**src/rtl/blink_rate_sel.sv**
```systemverilog
// -----------------------------------------------------------------------------
// blink_rate_sel
//
// Purpose:
//   Debounces a bouncing pushbutton and uses each accepted press to step a
//   2-bit blink-rate index (0 -> 1 -> 2 -> 3 -> 0). A 26-bit prescaler emits
//   a one-cycle tick at the period selected by that index; the tick feeds a
//   downstream LED toggle stage.
//
// Parameters:
//   DB_CYCLES : cycles the synchronized button must stay stable before a
//               level change is accepted
//   PERIOD_0  : tick period in cycles for rate 0 (2 .. 2**26)
//   PERIOD_1  : tick period in cycles for rate 1 (2 .. 2**26)
//   PERIOD_2  : tick period in cycles for rate 2 (2 .. 2**26)
//   PERIOD_3  : tick period in cycles for rate 3 (2 .. 2**26)
//
// Ports:
//   clk      in   1  single clock, rising edge
//   rst      in   1  asynchronous, active-high reset
//   btn_in   in   1  raw pushbutton (asynchronous, bouncing), 1 = pressed
//   tick     out  1  one-cycle pulse at the selected rate (registered)
//   rate_sel out  2  currently selected rate index (registered)
//   press    out  1  one-cycle pulse per accepted debounced press (registered)
// -----------------------------------------------------------------------------
module blink_rate_sel #(
    parameter int DB_CYCLES = 1_000_000,
    parameter int PERIOD_0  = 50_000_000,
    parameter int PERIOD_1  = 25_000_000,
    parameter int PERIOD_2  = 12_500_000,
    parameter int PERIOD_3  = 6_250_000
) (
    input  logic       clk,
    input  logic       rst,
    input  logic       btn_in,
    output logic       tick,
    output logic [1:0] rate_sel,
    output logic       press
);

    // -------------------------------------------------------------------------
    // Local constants
    // -------------------------------------------------------------------------
    localparam int unsigned CNT_W = (DB_CYCLES > 1) ? $clog2(DB_CYCLES) : 1;
    localparam int unsigned PS_W  = 26;

    localparam logic [CNT_W-1:0] CNT_LAST = CNT_W'(DB_CYCLES - 1);
    localparam logic [CNT_W-1:0] CNT_ONE  = CNT_W'(1);

    localparam logic [PS_W-1:0] RELOAD_0 = PS_W'(PERIOD_0 - 1);
    localparam logic [PS_W-1:0] RELOAD_1 = PS_W'(PERIOD_1 - 1);
    localparam logic [PS_W-1:0] RELOAD_2 = PS_W'(PERIOD_2 - 1);
    localparam logic [PS_W-1:0] RELOAD_3 = PS_W'(PERIOD_3 - 1);
    localparam logic [PS_W-1:0] PS_ONE   = PS_W'(1);

    typedef enum logic [1:0] {
        LOW,
        WAIT_HIGH,
        HIGH,
        WAIT_LOW
    } db_state_t;

    // -------------------------------------------------------------------------
    // Signals
    // -------------------------------------------------------------------------
    logic [1:0]       r_sync;
    logic             w_btn_s;

    db_state_t        r_state;
    db_state_t        w_state_nxt;
    logic [CNT_W-1:0] r_db_cnt;
    logic [CNT_W-1:0] w_db_cnt_nxt;
    logic             w_press_evt;
    logic             r_press;

    logic [1:0]       r_rate;
    logic [1:0]       w_rate_after;

    logic [PS_W-1:0]  r_ps;
    logic [PS_W-1:0]  w_reload;
    logic             w_ps_zero;
    logic             r_tick;

    // -------------------------------------------------------------------------
    // Two-flop synchronizer; nothing downstream looks at btn_in directly.
    // -------------------------------------------------------------------------
    always_ff @(posedge clk or posedge rst) begin
        if (rst) begin
            r_sync <= '0;
        end else begin
            r_sync <= {r_sync[0], btn_in};
        end
    end

    assign w_btn_s = r_sync[1];

    // -------------------------------------------------------------------------
    // Debounce FSM: state register
    // -------------------------------------------------------------------------
    always_ff @(posedge clk or posedge rst) begin
        if (rst) begin
            r_state  <= LOW;
            r_db_cnt <= '0;
            r_press  <= 1'b0;
        end else begin
            r_state  <= w_state_nxt;
            r_db_cnt <= w_db_cnt_nxt;
            r_press  <= w_press_evt;
        end
    end

    // -------------------------------------------------------------------------
    // Debounce FSM: next state, counter and press event.
    // The counter only advances while below CNT_LAST; at CNT_LAST the state
    // always leaves the wait state, so the counter can never wrap.
    // -------------------------------------------------------------------------
    always_comb begin
        w_state_nxt  = r_state;
        w_db_cnt_nxt = r_db_cnt;
        w_press_evt  = 1'b0;

        case (r_state)
            LOW: begin
                if (w_btn_s) begin
                    w_state_nxt  = WAIT_HIGH;
                    w_db_cnt_nxt = '0;
                end
            end

            WAIT_HIGH: begin
                if (!w_btn_s) begin
                    w_state_nxt = LOW;
                end else if (r_db_cnt == CNT_LAST) begin
                    w_state_nxt = HIGH;
                    w_press_evt = 1'b1;
                end else begin
                    w_db_cnt_nxt = r_db_cnt + CNT_ONE;
                end
            end

            HIGH: begin
                if (!w_btn_s) begin
                    w_state_nxt  = WAIT_LOW;
                    w_db_cnt_nxt = '0;
                end
            end

            WAIT_LOW: begin
                if (w_btn_s) begin
                    w_state_nxt = HIGH;
                end else if (r_db_cnt == CNT_LAST) begin
                    w_state_nxt = LOW;
                end else begin
                    w_db_cnt_nxt = r_db_cnt + CNT_ONE;
                end
            end

            default: begin
                w_state_nxt  = LOW;
                w_db_cnt_nxt = '0;
            end
        endcase
    end

    // -------------------------------------------------------------------------
    // Rate index. It steps on the registered press pulse, so the new index
    // shows up on rate_sel the cycle after press.
    // -------------------------------------------------------------------------
    always_ff @(posedge clk or posedge rst) begin
        if (rst) begin
            r_rate <= '0;
        end else if (r_press) begin
            r_rate <= r_rate + 2'd1;
        end
    end

    // The prescaler must already run at the new period from the press cycle
    // onward, so it looks ahead at the index the press is about to produce.
    assign w_rate_after = w_press_evt ? (r_rate + 2'd1) : r_rate;

    always_comb begin
        w_reload = RELOAD_0;
        case (w_rate_after)
            2'd0:    w_reload = RELOAD_0;
            2'd1:    w_reload = RELOAD_1;
            2'd2:    w_reload = RELOAD_2;
            2'd3:    w_reload = RELOAD_3;
            default: w_reload = RELOAD_0;
        endcase
    end

    // -------------------------------------------------------------------------
    // Prescaler: 26-bit down-counter. Reaching zero produces the tick and a
    // reload; a press reloads as well so the new rate takes effect at once.
    // A press landing on the zero cycle still ticks.
    // -------------------------------------------------------------------------
    assign w_ps_zero = (r_ps == '0);

    always_ff @(posedge clk or posedge rst) begin
        if (rst) begin
            r_ps   <= RELOAD_0;
            r_tick <= 1'b0;
        end else begin
            r_tick <= w_ps_zero;
            if (w_press_evt || w_ps_zero) begin
                r_ps <= w_reload;
            end else begin
                r_ps <= r_ps - PS_ONE;
            end
        end
    end

    // -------------------------------------------------------------------------
    // Outputs (all straight from registers)
    // -------------------------------------------------------------------------
    assign tick     = r_tick;
    assign press    = r_press;
    assign rate_sel = r_rate;

endmodule

```
**config.mk**
```make
export PLATFORM = sky130hd
export DESIGN_NAME = blink_rate_sel
export DESIGN_NICKNAME = d
export VERILOG_FILES = /design/src/rtl/blink_rate_sel.sv
export SDC_FILE = /design/constraint.sdc
export NUM_CORES = 1
export LEC_CHECK = 0
export ABC_AREA = 1
export BUFFER_PORTS_ARGS = -buffer_cell sky130_fd_sc_hd__buf_2
export CAP_MARGIN = 5
export CORE_MARGIN = 5
export CORE_UTILIZATION = 47
export DETAILED_ROUTE_END_ITERATION = 16
export GPL_TIMING_DRIVEN = 1
export MAX_ROUTING_LAYER = met4
export PLACE_DENSITY_LB_ADDON = 0.12
export SLEW_MARGIN = 20
export SYNTH_ARGS = -nofsm -noshare
export SYNTH_HDL_FRONTEND = slang
export SYNTH_SLANG_ARGS = --single-unit
```
**constraint.sdc**
```tcl
create_clock -name clk -period 2.02 [get_ports clk]
set_input_delay 0.404 -clock clk [delete_from_list [all_inputs] [get_ports clk]]
set_output_delay 0.404 -clock clk [all_outputs]
set_load 0.02 [all_outputs]
```
Yosys cells after proc, flatten, opt, wreduce, memory -nomap -nowiden
Index checks and enable logic that the tools add are counted.
{"block": "word_totals", "regBits": 54, "inputBits": 3, "output_inout_bits": 4, "word_cells": 48}
{"block": "op_classes", "addsub": 3, "n_eq_ne": 13, "n_mux": 19, "n_reduce_logical": 6}
{"op": "case mux 26 bit (4 select lines)", "n": 1}
{"op": "two-way mux 20 bit", "n": 5}
{"op": "case mux 20 bit (4 select lines)", "n": 1}
{"op": "zero test 26 bit", "n": 1}
{"op": "two-way mux 26 bit", "n": 1}
{"op": "subtractor 26 x 1 -> 26 bit, second input constant", "n": 1}
{"op": "adder 20 x 1 -> 20 bit, second input constant", "n": 1}
{"op": "== test 20 bit, second input constant", "n": 1}
{"op": "two-way mux 2 bit", "n": 7}
{"op": "== test 2 bit, second input constant", "n": 4}
{"op": "!= test 2 bit, second input constant", "n": 4}
{"op": "case mux 2 bit (4 select lines)", "n": 1}
{"op": "AND reduction 4 bit", "n": 2}
{"op": "!= test 3 bit, second input constant", "n": 2}
{"op": "== test 2 x 1 -> 1 bit, second input constant", "n": 2}
{"op": "zero test 2 bit", "n": 2}
{"op": "two-way mux 1 bit", "n": 3}
{"op": "adder 2 x 1 -> 2 bit, second input constant", "n": 1}
{"op": "logical OR 1 bit", "n": 1}

Logic depth before layout (Yosys ltp)
Gate-level depths: netlist (run 1).
{"block": "logic_depth", "depth_word": 8, "depth_mapped": 11, "mapped_depth_nobuf": 11}

Worst setup path after synthesis (run 1)
Ideal clock, no wire load.
{"block": "synth_timing", "path_type": "register to register", "startpoint": "reg r_ps[0]", "endpoint": "reg r_ps[24]", "setup_ns": 0.117, "arrival_ns": 1.518, "t_required_ns": 1.903, "slack_ns": 0.384, "path_stages_with_launch": 11, "path_buffers": 1, "period_less_slack_ns": 1.636, "path_cell_list": "dfstp_2 -> inv_1 -> ha_1 -> nand3_1 -> nor2_2 -> nand4_2 -> nand2_4 -> inv_6 -> buf_8 -> nand2_1 -> nand2_1"}
{"block": "synth_via", "elab_chain_cells": 3, "elab_cells_between_ends": 4, "cone_classes": "1 x add/sub; 1 x mux; 2 x reduce/logical"}
{"element": "from (decl)", "line": "79", "text": "logic [PS_W-1:0] r_ps;"}
{"element": "from (signal assigned)", "line": "206", "text": "r_ps <= w_reload;"}
{"element": "from (signal assigned)", "line": "208", "text": "r_ps <= r_ps - PS_ONE;"}
{"element": "parallel branches: the longest is 2 deep, another holds subtractor 26 x 1 -> 26 bit"}
{"element": "two-way mux 26 bit *", "line": "205", "text": "if (w_press_evt || w_ps_zero) begin"}
Mark *: on every way between the ends.
A chain may end at the register's enable or synchronous reset.

Final worst setup path (run 1)
{"block": "layout_timing", "startpoint": "reg r_ps[0]", "endpoint": "reg r_ps[18]"}
Same word-level chain as after synthesis.

==> results of run 1 <==
==> repair_timing <==
item                       4_1_cts  5_1_grt
setup endpoints to repair        0       35
hold buffers                     0        0
resized for setup                0        3
==> synth_stat cells (all sizes together) <==
library cell / count / area (µm²)
or2: 5 / 31.28
nand3: 50 / 260.3
nand4: 15 / 115.1
nor3: 13 / 70.07
dfrtp: 36 / 900.9
xor2: 12 / 105.1
inv: 51 / 196.4
o21bai: 2 / 15.01
xnor2: 7 / 61.31
buf: 5 / 60.05
a21oi: 2 / 10.01
ha: 2 / 25.02
clkbuf: 3 / 12.51
nand2: 155 / 601.8
nor2: 64 / 264.0
o21ai: 31 / 155.2
dfstp: 18 / 473.0
nand3b: 2 / 15.01
==> how the worst min path moves through the flow <==
stage | depth (start not counted) | start | slack, ns | to
CTS | 3 | rst | 0.15 | r_ps[11]
detailed placement | 0 | r_sync[0] | 0.34 | r_sync[1]
floorplan | 0 | r_sync[0] | 0.33 | r_sync[1]
finish | 3 | rst | 0.12 | r_db_cnt[5]
global route | 3 | rst | 0.16 | r_db_cnt[5]
global placement | 0 | r_sync[0] | 0.33 | r_sync[1]
==> placed cells by master (no fill, tap or decap), types with 6 or more instances in the layout <==
cell type and n:
nor3_1 12, nor2_1 60, nand4_1 13, inv_1 48, xnor2_1 7, dfrtp_1 36, nand3_1 47, clkbuf_8 6
dfstp_2 18, o21ai_0 27, buf_2 6, nand2_1 151, xor2_1 12
==> kinds of logic (layout without fill, tap and decap cells) <==
kind of cell	count (synthesis)	after routing	share of synthesized area, %
simple gates	304	304	40.26
flops	54	54	40.74
fa+ha+maj	2	2	0.7420
buf+inv	59	71	7.977
compound gates	35	35	5.343
xor+xnor	19	19	4.935
==> sequential cells by signal (all words and copies together) (netlist names), named ones only <==
signal / flops
r_ps: 26
r_db_cnt: 20
r_sync: 2
rate_sel: 2
press: 1
r_state: 1
tick: 1
==> metal layers <==
layer | vias up | track usage, %
met1 | 1335 | 21.61
met4 | 0 | 5.649
met3 | 11 | 2.390
met2 | 41 | 33.65
li1 | 1522 | -
met5 | - | -
==> power groups by stage <==
stage	Clock (mW)	Sequential, mW	Combinational, mW
after floorplan	0	1.12	0.0573
after global placement	0	1.12	0.0772
after detailed placement	0	1.12	0.0781
after CTS	0.729	1.10	0.0781
after global routing	0.776	1.10	0.0888
final	0.716	1.10	0.0766
==> cell type report <==
class	count	area (µm²)	area share (%)
multi-input combinational	360	1743	47.98
sequential	54	1374	37.82
inverter	51	196.4	5.408
tap	96	120.1	3.307
clock buffer	8	111.4	3.066
timing repair buffer	12	87.58	2.411
==> stage by stage <==
step | setup slack (ns) | std cells
final | 0.1823 | 581
after CTS | 0.08607 | 581
after global placement | 0.1251 | 573
after floorplan | 0.3312 | 473
after global routing | -0.01655 | 581
after detailed placement | 0.09568 | 573
==> worst register-to-register path: stages, from the launching register on <==
cell and delay (ns):
dfstp_2 0.38, inv_1 0.06, ha_1 0.18, nand3_1 0.17, nor2_2 0.28, nand4_2 0.21
nand2_4 0.22, inv_6 0.10, nand2_1 0.09, nand2_1 0.05
==> results.json, run 1 <==
{
  "vias": 2909,
  "hold_ws_ns": 0.1207,
  "crit_path_frequent_cell": "nand2_1",
  "numPortBuffers": 6,
  "fp-row-count": 30,
  "cp-startpoint": "r_ps[0]",
  "routed_wl_um": 7520,
  "p_int_mw": 1.469,
  "hp-class": "input pin to async pin",
  "reg2reg_depth": 9,
  "start_util_pct": 48.82,
  "routed.top_layer": "met4",
  "synthCells": 473,
  "cpPeakStageDelay_ns": 0.38,
  "cts_post_setup_buffers_inserted": 0,
  "criticalPathCategory": "flop to flop",
  "nets": 489,
  "setup_viol": 0,
  "fin_crit_ns": 1.838,
  "grt_pass1_vias": 2823,
  "max_cap_violations": 0,
  "tns_ns": 0,
  "ys_ff_latch": 54,
  "detail_route.first_pass.iterations": 4,
  "power_frac_comb_pct": 4.0,
  "post-route-util_pct": 52.59,
  "wl_met3_um": 126,
  "crit_path_end": "r_ps[18]",
  "status": "completed",
  "dp_hpwl_um": 5686,
  "critical-path-top-delay-family": "simple AND/OR/NAND/NOR gates",
  "worstPathCellList": "inv_1 > ha_1 > nand3_1 > nor2_2 > nand4_2 > nand2_4 > inv_6 > nand2_1 > nand2_1",
  "arrival_ns": 2.04,
  "layout-drive-gt1-share_pct": 12.37,
  "htreeDepth": 2,
  "peakVddDrop_v": 0.0002310,
  "p_per_area_nw_per_um2": 521.6,
  "gp_congestion": 0.8947,
  "yosysWarnings": 0,
  "viasPerCell": 5.007,
  "r2r_slack_ns": 0.18,
  "cp-end-kind": "flop",
  "p_leak_nw": 1.679,
  "cp.depth": 9,
  "clock_sink_count": 54,
  "die_area_um2": 8968,
  "clockBufferDepth": 2,
  "syn-num-nets": 478,
  "finClkSkew_ns": 0.01171,
  "core_um2": 6907,
  "relSlewSlack_pct": 70.19,
  "placed_area_um2": 3507,
  "rsz0062_at_grt": "yes",
  "clk_latency_ns": 0.30,
  "clkPwrFrac_pct": 37.8,
  "seqPwrFrac_pct": 58.2,
  "root_buffer": "clkbuf_8",
  "startpoint_type": "flop",
  "cts_tree": "done",
  "ys_types": 31,
  "grt_util_all_layers_pct": 18.69,
  "swShare_pct": 22.45,
  "fin_crit_sh_pct": 90.98,
  "cts_buffers": 5,
  "rr_endpoint": "r_ps[18]",
  "ios": 7,
  "slew_violations": 0,
  "r2r_start": "r_ps[0]",
  "tightest_slew_ns": 0.4437,
  "die_x_um": 94.70,
  "required_ns": 2.22,
  "drt-met1-wl_um": 3404,
  "clkTransAtPathRegs_ns": 0.10,
  "total_power_mw": 1.895,
  "synthesis.area_um2": 3372,
  "path_buf_inv": 2,
  "syn_avg_cell_area_um2": 7.129,
  "ant_nets": 0,
  "fp.dieH_um": 94.70,
  "grt_max_degree": 55,
  "ys_seq_area_share_pct": 40.74,
  "detailedRoute.firstIterationViolations": 122,
  "wire_per_inst_um": 12.94,
  "crit_fanout": 19,
  "p_sw_uw": 425.4,
  "hold_violations": 0,
  "grt-ovfl-total": 0,
  "route.detailed.drc": 0,
  "syn2layout_area_growth_pct": 7.718,
  "nFillCells": 693,
  "antenna_found_initial": 0,
  "fmax_ghz": 0.5441,
  "postLayoutCellArea_um2": 3632,
  "wl_met2_um": 3865,
  "grt_pass1_wl_um": 12940,
  "n_antenna_cell": 0,
  "cpMaxStageDelayCell": "dfstp_2"
}
Note: power is estimated with default switching activity, not from simulation.
==> run 2: changes to the inputs <==
BUFFER_PORTS_ARGS = default   (was -buffer_cell sky130_fd_sc_hd__buf_2)
DONT_BUFFER_PORTS = 1   (was default)
SKIP_CTS_REPAIR_TIMING = 1   (was default)
clock period = 1.72 ns   (was 2.02 ns; I/O delays follow)
==> results.json, run 2 (same netlist as run 1, synthesis figures left out) <==
{
  "dp.cells": 592,
  "final_common_cell": "nand2_1",
  "syn2layout_area_growth_pct": 21.15,
  "crit_fanout": 19,
  "tightest_slew_ns": 0.4661,
  "grt-ovfl-total": 0,
  "worstPathCellList": "ha_4 > inv_2 > nor2_8 > nand3_2 > nor2_4 > nand4_4 > nand2_8 > inv_8 > nand2_1 > nand2_1",
  "max_cap_violations": 0,
  "gp_congestion": 0.9901,
  "regMostFlops": "r_ps",
  "arrival_ns": 1.88,
  "reg2reg_depth": 10,
  "ant_nets": 0,
  "final_cell_mix": "143 x nand2_1, 54 x nor2_1, 45 x inv_1, 45 x nand3_1, 35 x buf_4",
  "fp.dieH_um": 94.70,
  "clockBufferDepth": 2,
  "detailedRoute.firstIterationViolations": 103,
  "root_buffer": "clkbuf_8",
  "start_util_pct": 48.82,
  "fmax_ghz": 0.6035,
  "hold_violations": 0,
  "relSlewSlack_pct": 68.88,
  "required_ns": 1.94,
  "fin_crit_sh_pct": 96.33,
  "routed_wl_um": 8160,
  "numPortBuffers": 0,
  "reg_top3": "r_ps: 26 flops, r_db_cnt: 20 flops",
  "route.detailed.drc": 0,
  "grt_pass1_wl_um": 13250,
  "fp-row-count": 30,
  "rsz0062_at_grt": "yes",
  "setup_slack_ns": 0.06306,
  "core_um2": 6907,
  "wire_per_inst_um": 13.38,
  "cpMaxStageDelayCell": "dfrtp_1",
  "setup_viol": 0,
  "hold_depth": 0,
  "post-route-util_pct": 59.15,
  "p_leak_nw": 1.844,
  "clock_sink_count": 54,
  "layout-drive-gt1-share_pct": 23.35,
  "place_ws_ns": -0.05102,
  "grt_pass1_vias": 2973,
  "final_cells": 610,
  "p_per_area_nw_per_um2": 571.0,
  "finClkSkew_ns": 0.01249,
  "cpPeakStageDelay_ns": 0.43,
  "cp-end-kind": "flop",
  "status": "completed",
  "crit_path_frequent_cell": "nand2_1",
  "nets": 518,
  "n_antenna_cell": 0,
  "criticalPathCategory": "flop to flop",
  "startpoint_type": "flop",
  "hp-class": "input pin to flop",
  "slew_violations": 0,
  "viasPerCell": 5.089,
  "fin_crit_ns": 1.657,
  "htreeDepth": 2,
  "largest_reg_flops": 26,
  "grt_max_degree": 36,
  "r2r_slack_ns": 0.06,
  "clk_latency_ns": 0.32,
  "cts_buffers": 5,
  "clkTransAtPathRegs_ns": 0.11,
  "vias": 3104,
  "placed_area_um2": 3677,
  "nFillCells": 667,
  "die_area_um2": 8968,
  "total_power_mw": 2.333,
  "antenna_found_initial": 0,
  "detail_route.first_pass.iterations": 4,
  "peakVddDrop_v": 0.0004919,
  "die_x_um": 94.70,
  "cts_tree": "done",
  "grt_util_all_layers_pct": 19.36,
  "postLayoutCellArea_um2": 4085,
  "ios": 7,
  "dp_hpwl_um": 5844
}
-- run 2: path summary, 6_finish.rpt --
path / startpoint / endpoint
max: r_db_cnt[1] / r_ps[24]
min: btn_in / r_sync[0]
min reg2reg: r_sync[0] / r_sync[1]
max reg2reg: r_db_cnt[1] / r_ps[24]
max in group asynchronous: rst / r_ps[13]
min in group asynchronous: rst / r_db_cnt[1]
-- run 2: final cells by class --
class	count	area [µm²]	share of cell area (%)
timing repair buffer	40	349.1	8.545
clock inverter	3	47.55	1.164
clock buffer	5	68.82	1.685
multi-input combinational	361	1919	46.98
sequential	54	1381	33.81
inverter	51	198.9	4.870
tap	96	120.1	2.940
-- run 2: stage by stage --
step                hold WS (ns)  setup TNS [ns]
finish                   0.04572               0
global route             0.03058         -0.1027
CTS                     -0.08895          -1.047
detailed placement        0.2739         -0.2630
global placement          0.2722        -0.04235
floorplan                 0.3312               0
-- run 2: critical path: cells and delay by family (launching register included) --
kind	cells	cell delay, ns
fa+ha+maj	1	0.20
buf+inv	2	0.15
flops	1	0.43
simple gates	7	0.78
-- run 2: power breakdown --
part	internal, mW	switching (mW)	leakage, nW	total, mW
combinational	0.0505	0.0747	1.11	0.125
clock	0.445	0.464	0.0591	0.909
sequential	1.28	0.0157	0.673	1.30
-- run 2: routing by layer --
layer / vias to the layer above / part of all wire [%] / track usage, %
li1: 1593 / - / -
met1: 1458 / 43 / 21.70
met2: 39 / 54 / 35.17
met3: 14 / 1.8 / 2.948
met4: 0 / 1.8 / 6.130
met5: - / 0 / -
==> run 3: changes to the inputs <==
REMOVE_ABC_BUFFERS = 1   (was default)
==> results.json, run 3 (same netlist as run 1, synthesis figures left out) <==
{
  "setup_viol": 0,
  "p_per_area_nw_per_um2": 548.2,
  "clockBufferDepth": 2,
  "p_sw_uw": 553.5,
  "fmax_ghz": 0.5951,
  "total_power_mw": 2.268,
  "root_buffer": "clkbuf_8",
  "arrival_ns": 1.89,
  "largest_reg_flops": 26,
  "swShare_pct": 24.40,
  "clkTransAtPathRegs_ns": 0.10,
  "clock_sink_count": 54,
  "nets": 524,
  "final_cell_mix": "137 x nand2_1, 50 x nor2_1, 47 x inv_1, 43 x nand3_1, 39 x buf_4",
  "layout-drive-gt1-share_pct": 25.19,
  "detail_route.first_pass.iterations": 4,
  "grt_util_all_layers_pct": 20.19,
  "hold_violations": 0,
  "startpoint_type": "flop",
  "detailedRoute.firstIterationViolations": 117,
  "syn2layout_area_growth_pct": 22.71,
  "post-route-util_pct": 59.91,
  "routed_wl_um": 8486,
  "hold_ws_ns": 0.04054,
  "seqPwrFrac_pct": 57.1,
  "fp-row-count": 30,
  "vias": 3117,
  "cts_buffers": 5,
  "max_cap_violations": 0,
  "p_int_mw": 1.715,
  "multiInputGateArea_um2": 1928,
  "grt_pass1_wl_um": 13720,
  "required_ns": 1.93,
  "reg_top3": "r_ps: 26 flops, r_db_cnt: 20 flops",
  "die_area_um2": 8968,
  "grt_pass1_vias": 2953,
  "regMostFlops": "r_ps",
  "rsz0062_at_grt": "yes",
  "cts_tree": "done",
  "peakVddDrop_v": 0.0003618,
  "core_um2": 6907,
  "finClkSkew_ns": 0.01382,
  "tns_ns": 0,
  "power_frac_comb_pct": 6.0,
  "dp_hpwl_um": 6195,
  "fp.dieH_um": 94.70,
  "wire_per_inst_um": 13.78,
  "numPortBuffers": 0,
  "ios": 7,
  "final_common_cell": "nand2_1",
  "nFillCells": 659,
  "hp-class": "input pin to flop",
  "start_util_pct": 48.82,
  "die_x_um": 94.70,
  "htreeDepth": 2,
  "status": "completed",
  "fin_crit_ns": 1.680,
  "p_leak_nw": 1.892,
  "cp-end-kind": "flop",
  "relSlewSlack_pct": 62.83,
  "criticalPathCategory": "flop to flop",
  "viasPerCell": 5.060,
  "tightest_slew_ns": 0.5568,
  "route.detailed.drc": 0,
  "fin_crit_sh_pct": 97.69,
  "clkPwrFrac_pct": 36.9,
  "clk_latency_ns": 0.33,
  "antenna_found_initial": 0,
  "n_antenna_cell": 0,
  "final-seq-area_um2": 1375,
  "ant_nets": 0,
  "setup_slack_ns": 0.03973,
  "crit_fanout": 5,
  "grt_max_degree": 25,
  "place_ws_ns": -0.06436,
  "gp_congestion": 0.9213,
  "grt-ovfl-total": 0,
  "slew_violations": 0
}
[run 3: cell types whose count changed in the layout (fill, tap and decap cells not counted), moves of 3 or more]
| cell | delta |
|---|---|
| nor2_1 | -4 |
| dfrtp_2 | -5 |
| nand2_2 | +7 |
| dfrtp_1 | +5 |
| o21ai_1 | +8 |
| nand2_1 | -6 |
| nor2_2 | +5 |
| o21ai_0 | -10 |
| buf_4 | +4 |
| nand3_2 | +3 |
[run 3: path summary, 6_finish.rpt]
check,from,endpoint,slack (ns),cells after the start
worst max-delay path,r_db_cnt[1],r_db_cnt[0],0.04,9
worst min register to register,r_sync[0],r_sync[1],0.36,0
worst min-delay path,btn_in,r_sync[0],0.04,0
min in group asynchronous,rst,r_ps[24],0.52,2
max in group asynchronous,rst,r_ps[0],0.56,3
worst max register to register,r_db_cnt[1],r_db_cnt[0],0.04,9
[run 3: power groups by stage]
stage          clock [mW]  sequential, mW  combinational, mW
6_report            0.838            1.30              0.136
5_1_grt             0.898            1.30              0.151
4_1_cts             0.854            1.29              0.107
3_5_place_dp            0            1.32              0.107
3_3_place_gp            0            1.31              0.105
2_1_floorplan           0            1.32             0.0538
[run 3: layout make-up]
type | instances | area share, %
well taps | 96 | 2.903
clock buffers | 6 | 2.268
flip-flops and latches | 54 | 33.23
clock inverters | 2 | 0.3326
inverters | 51 | 4.747
repair buffers | 46 | 9.918
multi-input cells | 361 | 46.60
[run 3: layer usage]
layer  global-route usage [%]  share of wire, %
met1                    23.10                42
met4                    6.010               2.1
met5                        -                 0
met3                    4.143               2.3
met2                    35.53                53
[run 3: through the flow]
| step | area [µm²] | std cells |
|---|---|---|
| 6_report | 4138 | 616 |
| 5_1_grt | 4138 | 616 |
| 4_1_cts | 3827 | 604 |
| 3_5_place_dp | 3720 | 596 |
| 3_3_place_gp | 3720 | 596 |
| 2_1_floorplan | 3299 | 465 |
[run 3: critical path, stage by stage, from the launching register on]
cell and delay, ns:
dfrtp_1 0.41, ha_4 0.19, nand3_4 0.11, nor3_4 0.23, buf_6 0.13, nand3_4 0.11
nand2_8 0.13, inv_1 0.10, nand3_1 0.08, o21ai_1 0.07
